### config.mk
export PLATFORM = sky130hd
export DESIGN_NAME = uart_rx_deframer
export DESIGN_NICKNAME = d
export VERILOG_FILES = /design/src/rtl/uart_rx_deframer.sv
export SDC_FILE = /design/constraint.sdc
export NUM_CORES = 1
export LEC_CHECK = 0
export CAP_MARGIN = 20
export CORE_MARGIN = 5
export CORE_UTILIZATION = 55
export CTS_BUF_LIST = sky130_fd_sc_hd__clkbuf_16
export DETAILED_ROUTE_END_ITERATION = 10
export PLACE_DENSITY = 0.78
export RECOVER_POWER = 25
export SLEW_MARGIN = 20
export SYNTH_ARGS = -nofsm -noshare
export SYNTH_HDL_FRONTEND = slang
export SYNTH_SLANG_ARGS = --single-unit
### constraint.sdc
create_clock -name PCLK -period 2.27 [get_ports PCLK]
set_input_delay 0.454 -clock PCLK [delete_from_list [all_inputs] [get_ports PCLK]]
set_output_delay 0.454 -clock PCLK [all_outputs]
set_load 0.03 [all_outputs]
### src/rtl/uart_rx_deframer.sv
// UART receive deframer: synchronises RXD, samples at 16x oversampling and emits one
// character with framing, parity and break status per received frame.
module uart_rx_deframer #(
  parameter int unsigned SYNC_STAGES = 2
) (
  input  logic       PCLK,
  input  logic       PRESETn,
  input  logic       enable16,
  input  logic       RXD,
  input  logic [1:0] lcr_wls,
  input  logic       lcr_pen,
  input  logic       lcr_eps,
  input  logic       lcr_sp,
  output logic [7:0] rx_data,
  output logic       rx_valid,
  output logic       rx_fe,
  output logic       rx_pe,
  output logic       rx_bi,
  output logic       rx_busy
);

  typedef enum logic [2:0] {StIdle, StStart, StData, StParity, StStop} state_e;

  logic [SYNC_STAGES-1:0] sync_q;
  logic                   rxd_p_q;
  logic                   rxd_s;
  logic                   fall;

  state_e     state_q;
  logic [3:0] cnt_q;
  logic [2:0] bit_q;
  logic [7:0] shift_q;
  logic       par_q;
  logic [1:0] wls_q;
  logic       pen_q, eps_q, sp_q;
  logic [7:0] rx_data_q;
  logic       rx_valid_q, rx_fe_q, rx_pe_q, rx_bi_q;

  logic mid_bit, full_bit, last_bit, par_exp, brk;

  assign rxd_s    = sync_q[SYNC_STAGES-1];
  assign fall     = rxd_p_q & ~rxd_s;
  assign mid_bit  = enable16 && (cnt_q == 4'd7);
  assign full_bit = enable16 && (cnt_q == 4'd15);
  assign last_bit = (bit_q == (3'd4 + {1'b0, wls_q}));
  assign par_exp  = sp_q ? ~eps_q : (^shift_q ^ ~eps_q);
  // Break: every sampled bit of the frame (data, parity, stop) was low.
  assign brk      = (shift_q == 8'h00) && (!pen_q || !par_q) && !rxd_s;

  always_ff @(posedge PCLK or negedge PRESETn) begin
    if (!PRESETn) begin
      sync_q  <= '1;
      rxd_p_q <= 1'b1;
    end else begin
      sync_q  <= {sync_q[SYNC_STAGES-2:0], RXD};
      rxd_p_q <= rxd_s;
    end
  end

  always_ff @(posedge PCLK or negedge PRESETn) begin
    if (!PRESETn) begin
      state_q    <= StIdle;
      cnt_q      <= 4'd0;
      bit_q      <= 3'd0;
      shift_q    <= 8'h00;
      par_q      <= 1'b0;
      wls_q      <= 2'd0;
      pen_q      <= 1'b0;
      eps_q      <= 1'b0;
      sp_q       <= 1'b0;
      rx_data_q  <= 8'h00;
      rx_valid_q <= 1'b0;
      rx_fe_q    <= 1'b0;
      rx_pe_q    <= 1'b0;
      rx_bi_q    <= 1'b0;
    end else begin
      rx_valid_q <= 1'b0;
      if (enable16 && (state_q != StIdle)) cnt_q <= cnt_q + 4'd1;
      case (state_q)
        StIdle: begin
          if (fall) begin
            wls_q   <= lcr_wls;
            pen_q   <= lcr_pen;
            eps_q   <= lcr_eps;
            sp_q    <= lcr_sp;
            cnt_q   <= 4'd0;
            bit_q   <= 3'd0;
            shift_q <= 8'h00;
            par_q   <= 1'b0;
            state_q <= StStart;
          end
        end
        StStart: begin
          if (mid_bit) begin
            if (rxd_s) begin
              state_q <= StIdle;
            end else begin
              cnt_q   <= 4'd0;
              state_q <= StData;
            end
          end
        end
        StData: begin
          // Counter wraps 15->0 by itself, so each later sample lands 16 ticks on.
          if (full_bit) begin
            shift_q[bit_q] <= rxd_s;
            bit_q          <= bit_q + 3'd1;
            if (last_bit) state_q <= pen_q ? StParity : StStop;
          end
        end
        StParity: begin
          if (full_bit) begin
            par_q   <= rxd_s;
            state_q <= StStop;
          end
        end
        StStop: begin
          if (full_bit) begin
            state_q    <= StIdle;
            rx_valid_q <= 1'b1;
            rx_fe_q    <= ~rxd_s | brk;
            rx_pe_q    <= pen_q & (par_q != par_exp);
            rx_bi_q    <= brk;
            rx_data_q  <= brk ? 8'h00 : shift_q;
          end
        end
        default: state_q <= StIdle;
      endcase
    end
  end

  assign rx_data  = rx_data_q;
  assign rx_valid = rx_valid_q;
  assign rx_fe    = rx_fe_q;
  assign rx_pe    = rx_pe_q;
  assign rx_bi    = rx_bi_q;
  assign rx_busy  = (state_q != StIdle);

endmodule
==> run summary, run 1 <==
Status - finished, final reports clean
Total congestion overflow after global routing - 0
Total Die Area - 4806 sq um
First-pass GRT wire length - 7.141 mm
Total number of yosys warnings - 0
Count of boundary I/O pins - 22
Slew of the pin with the lowest slew margin - 0.9484 ns
Pwr/cell area - 925.9 nW/um^2
Clock H-tree levels - 2
Multiplexer share of the synthesized area - 6.076%
Sequential fraction of the synthesis area - 50.61%
PnR Total Power - 2.195 mW
Horizontal die dimension - 69.33 um
Number of sinks on the clock net - 39
Post-detailed-route wirelength per cell - 16.32 um
Setup repair after global routing missed its margin - no
DRT Wirelength - 4.259 mm
Path class of the lowest-slack min-delay path - input pin to asynchronous set/reset pin
Layout filler cell count - 266
Clock insertion delay at the later pin of the skew report - 0.29 ns
Post-Synthesis Net Count - 202
Final critical delay including setup and external delays - 2.117 ns
Final Cycle Share - 93.26%
Most used flip-flop cell after synthesis - dfrtp_1
Cell area after placement - 2227 sq um
P&R area growth vs syn - 22.49%
Initial standard-cell utilization of the core - 57.55%
Power share of the combinational group - 26.6%
Largest net degree at the start of global routing - 40
Slew Limit Headroom - 36.77%
Synthesized area - 1936 sq um
Layout cell share with drive strength beyond 1 - 13.49%
Worst Slack Setup Final - 0.1530 ns
Number of flops mapped to enable cells by yosys - 0
Count of TritonRoute iterations in the first routing pass - 4
Count of unique library cells instantiated by Yosys - 44
Largest voltage drop on the vdd net - 0.6637 mV
Vias - 1521
Post-placement worst setup slack - -0.07841 ns
Library cell contributing the largest single delay on the critical path - clkdlybuf4s50_1
Clock transition at path regs - 0.06 ns
Buffer cell driving the clock tree root - clkbuf_16
Core area - 3363 sq um
#FFs+latches synth - 39
Endpoint type of the worst setup path - flop
Number of instances in the synthesized netlist - 187
CP cell instances - clkdlybuf4s50_1 > and4_1 > a41oi_1 > a2111oi_0 > mux2_2
Number of remaining DRC errors - 0
Layout Nets - 229
Critical path launch point type - input pin
Max Transition Viols Final - 0
Maximum fanout encountered on the critical timing path - 7
Final setup violation count - 0
Critical Path Max Stage Delay - 0.58 ns
Antenna cell count - 0
Fraction of the mapped netlist area in simple logic gates - 15.32%
Area fraction in compound gates after synthesis - 14.93%
Lkg Pwr - 1.046 nW
Main combinational cell family by area after synthesis - simple AND/OR/NAND/NOR gates
Maximum clock skew at final layout - 0.003008 ns
Placed wire-length estimate - 3.091 mm
Port Buffer Count - 21
Clock buffer depth - 2
Part of the total power dissipated in sequential elements - 42.9%
Critical path data arrival time - 2.34 ns
Net load switching power - 722.0 uW
Clock tree from TritonCTS - built
Cts bufs inserted - 5
Fmax - 0.4724 GHz
Internal Dissipation - 1.473 mW
Max-cap violation count - 0
Critical Setup Path Class - input pin to flop
Count of antenna-violating nets left after detailed routing - 0
Design Area, Final - 2371 sq um
Adder-cell share of the synthesized area - 3.878%
Share of async-settable or async-resettable flops after synthesis - 100.0%
Detailed Route Iter0 Violations - 85
Number of rows created at floorplan - 21
Via count of the first global-routing pass - 1550
Clk pwr share - 30.5%
Average footprint of a synthesized cell - 10.35 sq um
Initial antenna violation count - 0
Tot GR Track Use - 18.52%
Critical path data required time - 2.49 ns
Hold Buf Count CTS - 0
Vias per inst - 5.828
Post-synthesis share of cell area spent on xor and xnor gates - 4.072%
Fraction of power spent switching nets - 32.89%
Count of endpoints failing hold in the final timing report - 0
Hold_ws - 0.3046 ns
Final weighted congestion in routability-driven placement - 0.8366
Die Ht - 69.33 um
-- layout by cell type (no fill, tap or decap), drive strengths merged, types with 6 or more instances in the layout --
master         Yosys  layout
a21oi              8       8
a22o               8       8
buf                4      10
clkbuf             7       6
clkdlybuf4s50      0      18
dfrtp             36      36
ha                 6       6
inv               14      15
mux2               6       6
nand2             18      18
nand3              7       7
nor2              12      12
xnor2              6       6
-- synthesized netlist by cell type (2+ instances only) --
master	count	area share (%)
nor4b_1	2	0.91
mux2i_1	5	2.6
mux2_2	6	3.5
o21ai_0	5	1.3
ha_1	6	3.9
xnor2_1	6	2.7
nand2_1	18	3.5
nor2_1	12	2.3
nor4_1	2	0.65
inv_1	14	2.7
nand3_1	7	1.8
nand3b_1	2	0.78
o31ai_1	4	1.6
xor2_1	3	1.4
clkbuf_1	7	1.4
nor3_1	3	0.78
dfstp_2	3	4.1
a2111oi_0	2	0.91
a21oi_1	8	2.1
a22o_1	8	3.6
dfrtp_1	36	47
o22ai_1	3	0.97
buf_2	4	1.0
-- worst max-delay path: cells and delay by family --
kind,cells,cell delay (ns)
AOI/OAI and AO/OA,2,0.72
and+or+nand+nor,1,0.32
buffers and inverters,1,0.58
muxes,1,0.26
-- repair_timing --
| action | CTS | global route |
|---|---|---|
| setup endpoints to repair | 0 | 1 |
| resized for setup | 0 | 1 |
| setup buffers | 0 | 0 |
-- per-stage QoR --
| step | utilization, % | instances | setup TNS (ns) |
|---|---|---|---|
| 5_1_grt | 70.50 | 261 | 0 |
| 4_1_cts | 70.42 | 261 | 0 |
| 3_3_place_gp | 66.22 | 253 | 0 |
| 2_1_floorplan | - | 187 | 0 |
| 3_5_place_dp | 66.22 | 253 | -0.09768 |
| 6_report | 70.50 | 261 | 0 |
-- path summary, 6_finish.rpt --
kind	slack [ns]	end	from	cells after the start
setup / recovery	0.15	state_q[0]	enable16	5
hold / removal	0.30	rx_valid	PRESETn	1
setup reg to reg	0.31	rx_pe	state_q[2]	4
hold reg to reg	0.36	sync_q[1]	sync_q[0]	0
max in group asynchronous	1.38	cnt_q[1]	PRESETn	1
min in group PCLK	0.36	sync_q[1]	sync_q[0]	0
-- kinds of logic after synthesis --
kind of cell | Yosys count
compound gates | 40
buf+inv | 25
simple gates | 57
xor+xnor | 9
flops | 39
fa+ha+maj | 6
mux | 11
-- flip-flops by register name, indices dropped and copies added (netlist names), 2 cells and up --
signal   flops
rx_data      8
shift_q      8
cnt_q        4
bit_q        3
state_q      3
sync_q       2
wls_q        2
-- power groups by stage --
stage	sequential (mW)	clock [mW]	combinational [mW]
finish	0.942	0.670	0.583
global placement	0.937	0	0.551
global route	0.955	0.707	0.638
CTS	0.938	0.681	0.579
floorplan	0.872	0	0.463
detailed placement	0.950	0	0.576
-- final cells by class --
class	count	area (sq um)	share of cell area, %
flip-flops and latches	39	979.7	41.32
multi-input cells	123	857.1	36.15
repair buffers	31	282.8	11.93
clock buffers	5	125.1	5.277
well taps	46	57.56	2.427
inverters	14	52.55	2.216
clock inverters	3	16.27	0.6860
-- routing by layer --
layer / track usage (%) / part of all wire, % / wire length (um) / vias up
met5: 0 / 0 / 0 / -
met4: 8.894 / 2.0 / 85 / 0
met3: 6.812 / 5.1 / 219 / 8
met2: 31.36 / 52 / 2216 / 42
met1: 20.43 / 41 / 1737 / 750
li1: - / - / - / 721
No activity file was read; power rests on OpenSTA's default activity.
==> run 2: changes to the inputs <==
--- a/config.mk
+++ b/config.mk
@@ -11,7 +11,7 @@
 export CTS_BUF_LIST = sky130_fd_sc_hd__clkbuf_16
 export DETAILED_ROUTE_END_ITERATION = 10
 export PLACE_DENSITY = 0.78
-export RECOVER_POWER = 25
+export RECOVER_POWER = 100
 export SLEW_MARGIN = 20
 export SYNTH_ARGS = -nofsm -noshare
 export SYNTH_HDL_FRONTEND = slang
==> run 2 against run 1 <==
  * Design area shrank 1.2%
  * Fmax shrank 0.34%
  * Die area is the same
  * Non-clock buffer count is the same
  * Sequential power is essentially flat
  * Count of clock-buffer cells in the layout is the same
  * Routed wire length grew 0.35%
  * Cell count is the same
  * Worst setup slack lost 0.0072 ns
  * Critical path type unchanged
  * Critical endpoint unchanged
  * Largest cell class unchanged
  * Largest power group unchanged
==> run summary, run 2 (synthesis results as in run 1) <==
First-pass GRT wire length - 7.141 mm (unchanged)
Slew Limit Headroom - 37.36% (was 36.77%)
Highest-count cells in the layout ignoring fill and taps - 36 x dfrtp_1, 18 x nand2_1, 15 x inv_1 (was 36 x dfrtp_1, 18 x nand2_1, 18 x clkdlybuf4s50_1)
Maximum clock skew at final layout - 0.002355 ns (was 0.003008 ns)
R2r setup slk - 0.28 ns (was 0.31 ns)
Initial standard-cell utilization of the core - 57.55% (unchanged)
Critical path launch point type - input pin (unchanged)
Endpoint type of the worst setup path - flop (unchanged)
P&R area growth vs syn - 21.07% (was 22.49%)
Setup repair after global routing missed its margin - no (unchanged)
Port Buffer Count - 21 (unchanged)
Clock transition at path regs - 0.06 ns (about the same)
PnR Total Power - 2.176 mW (was 2.195 mW)
Reg-to-reg critical path endpoint - rx_pe (unchanged)
Detailed Route Iter0 Violations - 80 (was 85)
Routing layer with the top usage in global route - met2 (unchanged)
Antenna cell count - 0 (unchanged)
Placed wire-length estimate - 3.091 mm (unchanged)
DRT Wirelength - 4.274 mm (was 4.259 mm)
Cts bufs inserted - 5 (unchanged)
Count of boundary I/O pins - 22 (unchanged)
Number of remaining DRC errors - 0 (unchanged)
Number of sinks on the clock net - 39 (unchanged)
Pwr/cell area - 928.4 nW/um^2 (was 925.9 nW/um^2)
Buffer cell driving the clock tree root - clkbuf_16 (unchanged)
Hold Buf Count CTS - 0 (unchanged)
Largest net degree at the start of global routing - 40 (unchanged)
Routing usage on met2 - 31.36% (unchanged)
Clock buffer depth - 2 (unchanged)
Count of TritonRoute iterations in the first routing pass - 4 (unchanged)
Layout Nets - 229 (unchanged)
Final Cycle Share - 93.58% (was 93.26%)
Critical path data arrival time - 2.34 ns (about the same)
Maximum fanout encountered on the critical timing path - 7 (unchanged)
Path class of the lowest-slack min-delay path - input pin to asynchronous set/reset pin (unchanged)
Fmax - 0.4708 GHz (was 0.4724 GHz)
Initial antenna violation count - 0 (unchanged)
Clock H-tree levels - 2 (unchanged)
Most common cell after layout, fill and taps aside - dfrtp_1 (unchanged)
Final weighted congestion in routability-driven placement - 0.8366 (unchanged)
Critical Setup Path Class - input pin to flop (unchanged)
Area of the multi-input gates - 849.6 sq um (was 857.1 sq um)
Family with the most delay on the worst path - compound AO/OA/AOI/OAI gates (unchanged)
Status - finished, final reports clean (unchanged)
Tot GR Track Use - 18.52% (unchanged)
Layout filler cell count - 277 (was 266)
Post-detailed-route wirelength per cell - 16.38 um (was 16.32 um)
CP cell instances - clkdlybuf4s50_1 > and4_1 > a41oi_1 > a2111oi_0 > mux2_1 (was clkdlybuf4s50_1 > and4_1 > a41oi_1 > a2111oi_0 > mux2_2)
GR Layer Usage met1 - 20.43% (unchanged)
Count of antenna-violating nets left after detailed routing - 0 (unchanged)
Vias - 1526 (was 1521)
Post-route core utilization - 69.68% (was 70.50%)
Max-cap violation count - 0 (unchanged)
Count of buffers added by post-CTS timing repair for setup - 0 (unchanged)
Final critical delay including setup and external delays - 2.124 ns (was 2.117 ns)
Slew of the pin with the lowest slew margin - 0.9396 ns (was 0.9484 ns)
Critical Path Max Stage Delay - 0.59 ns (was 0.58 ns)
Critical path data required time - 2.49 ns (about the same)
Library cell contributing the largest single delay on the critical path - clkdlybuf4s50_1 (unchanged)
Lkg Pwr - 1.068 nW (was 1.046 nW)
R2R Path Start - state_q[2] (unchanged)
Area taken by flip-flops and latches - 979.7 sq um (unchanged)
Largest voltage drop on the vdd net - 0.6683 mV (was 0.6637 mV)
Total Die Area - 4806 sq um (unchanged)
Core area - 3363 sq um (unchanged)
Max Transition Viols Final - 0 (unchanged)
Count of endpoints failing hold in the final timing report - 0 (unchanged)
Depth of the most critical reg-to-reg path - 4 (unchanged)
Clock tree from TritonCTS - built (unchanged)
Via count of the first global-routing pass - 1550 (unchanged)
Clock insertion delay at the later pin of the skew report - 0.28 ns (was 0.29 ns)
M3 GR Usage - 6.812% (unchanged)
Layout cell share with drive strength beyond 1 - 11.16% (was 13.49%)
Total congestion overflow after global routing - 0 (unchanged)
Die Ht - 69.33 um (unchanged)
Horizontal die dimension - 69.33 um (unchanged)
Count of buffering cells on the critical path with inverters included - 1 (unchanged)
Final setup violation count - 0 (unchanged)
Vias per inst - 5.847 (was 5.828)
Number of rows created at floorplan - 21 (unchanged)
==> run 2: cell types whose count changed in the layout (fill, tap and decap cells not counted), sizes merged <==
cell,delta
buf,-4
clkbuf,+5
clkdlybuf4s50,-12
dlygate4sd3,+12
dlymetal6s2s,-1
==> run 2: report_power, final <==
| part | internal, mW | leakage, nW | total (mW) | switching (mW) |
|---|---|---|---|---|
| clock | 0.400 | 0.0710 | 0.666 | 0.266 |
| sequential | 0.800 | 0.516 | 0.944 | 0.144 |
| combinational | 0.255 | 0.481 | 0.565 | 0.310 |
==> run 2: per-stage QoR <==
step           instances  setup WS (ns)  area (sq um)  hold WS (ns)  setup TNS, ns
2_1_floorplan        187         0.4745          1936        0.1584              0
3_3_place_gp         253        0.03105          2227        0.3462              0
3_5_place_dp         253       -0.07841          2227        0.3517       -0.09768
4_1_cts              261       0.007250          2369        0.3044              0
5_1_grt              261         0.1337          2344        0.3675              0
6_report             261         0.1458          2344        0.3066              0
==> run 2: worst register-to-register path: cells and delay by family (launching register included) <==
family / cells / cell delay (ns)
flops: 1 / 0.56
simple gates: 4 / 1.36
==> run 2: worst max path at each step <==
stage                    start         end  slack [ns]  cells past startpoint
floorplan             cnt_q[0]  state_q[0]        0.47                      6
global placement      enable16  state_q[0]        0.03                      5
detailed placement    enable16  state_q[0]       -0.08                      5
CTS                 state_q[2]     rx_busy       0.007                      3
global route          enable16  shift_q[2]        0.13                      6
finish                enable16  state_q[0]        0.15                      5
==> run 2: cell type report <==
type                       count  area share, %
tap                           46          2.456
timing repair buffer          31          11.21
inverter                      14          2.242
multi-input combinational    123          36.25
clock buffer                   5          5.339
clock inverter                 3         0.6941
sequential                    39          41.80
==> run 2: what timing repair did <==
action / in CTS / in global routing
hold endpoints to repair: 0 / 0
resized for setup: 0 / 1
setup endpoints to repair: 0 / 1
==> run 2: routing by layer <==
metal | vias up | wire (um) | part of all wire, %
met2 | 43 | 2268 | 53
met3 | 6 | 207 | 4.8
li1 | 721 | - | -
met5 | - | 0 | 0
met1 | 756 | 1750 | 41
met4 | 0 | 48 | 1.1
==> run 3: changes to the inputs <==
==> constraint.sdc (replaced) <==
create_clock -name PCLK -period 2.08 [get_ports PCLK]
set_input_delay 0.416 -clock PCLK [delete_from_list [all_inputs] [get_ports PCLK]]
set_output_delay 0.416 -clock PCLK [all_outputs]
set_load 0.03 [all_outputs]
==> run 3 against run 2 <==
  * Core utilization up 3.0 points
  * Clock skew up 0.0011 ns
  * Sequential power up 8%
  * Critical path type unchanged
  * Critical path depth up 1
  * Highest routed layer unchanged
==> run summary, run 3 (synthesis results as in run 1) <==
Total Die Area - 4806 sq um (unchanged)
Final Cycle Share - 95.06%
Slew of the pin with the lowest slew margin - 0.9414 ns (was 0.9396 ns)
Number of remaining DRC errors - 0 (unchanged)
Count of boundary I/O pins - 22 (unchanged)
P&R area growth vs syn - 26.31% (was 21.07%)
Clock H-tree levels - 2 (unchanged)
Reg-to-reg critical path endpoint - shift_q[6] (was rx_pe)
Layout Nets - 237 (was 229)
Family with the most delay on the worst path - buffers and inverters (was compound AO/OA/AOI/OAI gates)
Fmax - 0.5057 GHz
PnR Total Power - 2.571 mW (was 2.176 mW)
Number of sinks on the clock net - 39 (unchanged)
Critical Setup Path Class - input pin to flop (unchanged)
Pwr/cell area - 1052 nW/um^2 (was 928.4 nW/um^2)
Highest-count cells in the layout ignoring fill and taps - 36 x dfrtp_1, 18 x nand2_1, 14 x inv_1, 14 x buf_4, 13 x dlygate4sd3_1 (was 36 x dfrtp_1, 18 x nand2_1, 15 x inv_1)
Clock tree from TritonCTS - built (unchanged)
Worst Slack Setup Final - 0.1027 ns (was 0.1458 ns)
Library cell contributing the largest single delay on the critical path - clkdlybuf4s50_1 (unchanged)
Count of endpoints failing hold in the final timing report - 0 (unchanged)
Initial standard-cell utilization of the core - 57.55% (unchanged)
Critical path data arrival time - 2.12 ns (was 2.34 ns)
Detailed Route Iter0 Violations - 84 (was 80)
CP cell instances - clkdlybuf4s50_1 > and4_1 > a22oi_1 > buf_4 > o311ai_0 > o41ai_1 (was clkdlybuf4s50_1 > and4_1 > a41oi_1 > a2111oi_0 > mux2_1)
Count of antenna-violating nets left after detailed routing - 0 (unchanged)
Port Buffer Count - 21 (unchanged)
Critical path data required time - 2.22 ns (was 2.49 ns)
Placed wire-length estimate - 3.018 mm (was 3.091 mm)
Number of rows created at floorplan - 21 (unchanged)
Final weighted congestion in routability-driven placement - 0.9830 (was 0.8366)
Tot GR Track Use - 18.61% (was 18.52%)
Clock buffer depth - 2 (unchanged)
Clock transition at path regs - 0.05 ns (was 0.06 ns)
Endpoint type of the worst setup path - flop (unchanged)
Largest voltage drop on the vdd net - 0.5832 mV (was 0.6683 mV)
Max Transition Viols Final - 0 (unchanged)
R2R Path Start - cnt_q[0] (was state_q[2])
Initial antenna violation count - 0 (unchanged)
Slew Limit Headroom - 37.24% (was 37.36%)
Status - finished, final reports clean (unchanged)
Clock insertion delay at the later pin of the skew report - 0.28 ns (about the same)
R2r setup slk - 0.13 ns (was 0.28 ns)
Largest net degree at the start of global routing - 40 (unchanged)
Die Ht - 69.33 um (unchanged)
Critical Path Max Stage Delay - 0.53 ns (was 0.59 ns)
Design Area, Final - 2445 sq um (was 2344 sq um)
Path class of the lowest-slack min-delay path - input pin to asynchronous set/reset pin (unchanged)
Horizontal die dimension - 69.33 um (unchanged)
First-pass GRT wire length - 7.162 mm (was 7.141 mm)
Post-detailed-route wirelength per cell - 15.32 um (was 16.38 um)
Depth of the most critical reg-to-reg path - 6 (was 4)
Lkg Pwr - 1.130 nW (was 1.068 nW)
Final setup violation count - 0 (unchanged)
Maximum fanout encountered on the critical timing path - 13 (was 7)
Total congestion overflow after global routing - 0 (unchanged)
Via count of the first global-routing pass - 1568 (was 1550)
Post-placement worst setup slack - -0.1784 ns (was -0.07841 ns)
Count of buffering cells on the critical path with inverters included - 2 (was 1)
Critical path launch point type - input pin (unchanged)
Most common cell after layout, fill and taps aside - dfrtp_1 (unchanged)
Max-cap violation count - 0 (unchanged)
Vias per inst - 5.807 (was 5.847)
Final critical delay including setup and external delays - 1.977 ns
Antenna cell count - 0 (unchanged)
Cell area after placement - 2287 sq um (was 2227 sq um)
Vias - 1562 (was 1526)
Core area - 3363 sq um (unchanged)
Layout cell share with drive strength beyond 1 - 16.14% (was 11.16%)
Count of TritonRoute iterations in the first routing pass - 4 (unchanged)
Cts bufs inserted - 5 (unchanged)
DRT Wirelength - 4.120 mm (was 4.274 mm)
Buffer cell driving the clock tree root - clkbuf_16 (unchanged)
Setup repair after global routing missed its margin - no (unchanged)
Maximum clock skew at final layout - 0.003406 ns (was 0.002355 ns)
==> run 3: per-layer routing <==
metal	up-vias	GRT usage [%]	part of all wire, %
li1	736	-	-
met1	775	21.26	42
met2	43	31.04	52
met3	8	5.797	5.0
met4	0	9.761	1.7
met5	-	0	0
==> run 3: cell type report <==
class | instances | area [sq um]
well taps | 46 | 57.56
clock buffers | 5 | 125.1
repair buffers | 39 | 335.3
flip-flops and latches | 39 | 979.7
inverters | 14 | 52.55
fillers | 258 | 918.4
multi-input cells | 123 | 855.8
clock inverters | 3 | 38.79
==> run 3: timing repair <==
action | CTS | global route
hold buffers | 0 | 0
endpoints found under the setup margin | 1 | 1
gates cloned | 0 | 0
buffers inserted | 0 | 0
gates resized for setup | 1 | 2
==> run 3: stage by stage <==
stage	std cells	utilization, %	hold WS [ns]	TNS, ns
2_1_floorplan	187	-	0.1204	0
3_3_place_gp	261	68.01	0.3461	-0.5351
3_5_place_dp	261	68.01	0.3501	-1.476
4_1_cts	269	72.84	0.2621	0
5_1_grt	269	72.69	0.3675	0
6_report	269	72.69	0.2751	0
==> run 3: report_power, final <==
part	internal, mW	switching, mW
clock network	0.558	0.279
registers	0.874	0.151
logic	0.353	0.357
==> run 3: worst max-delay path by stage <==
| stage | endpoint | from | depth (start not counted) |
|---|---|---|---|
| after floorplan | state_q[0] | cnt_q[0] | 6 |
| after global placement | state_q[0] | enable16 | 5 |
| after detailed placement | state_q[0] | enable16 | 5 |
| after CTS | state_q[0] | enable16 | 5 |
| after global routing | shift_q[6] | enable16 | 6 |
| final | shift_q[6] | enable16 | 6 |
==> run 3: worst register-to-register path: stages (launching register included) <==
cell and delay [ns]:
dfrtp_1 0.39, ha_1 0.25, and4_1 0.33, a22oi_1 0.09, buf_4 0.20, o311ai_0 0.40, o41ai_1 0.16
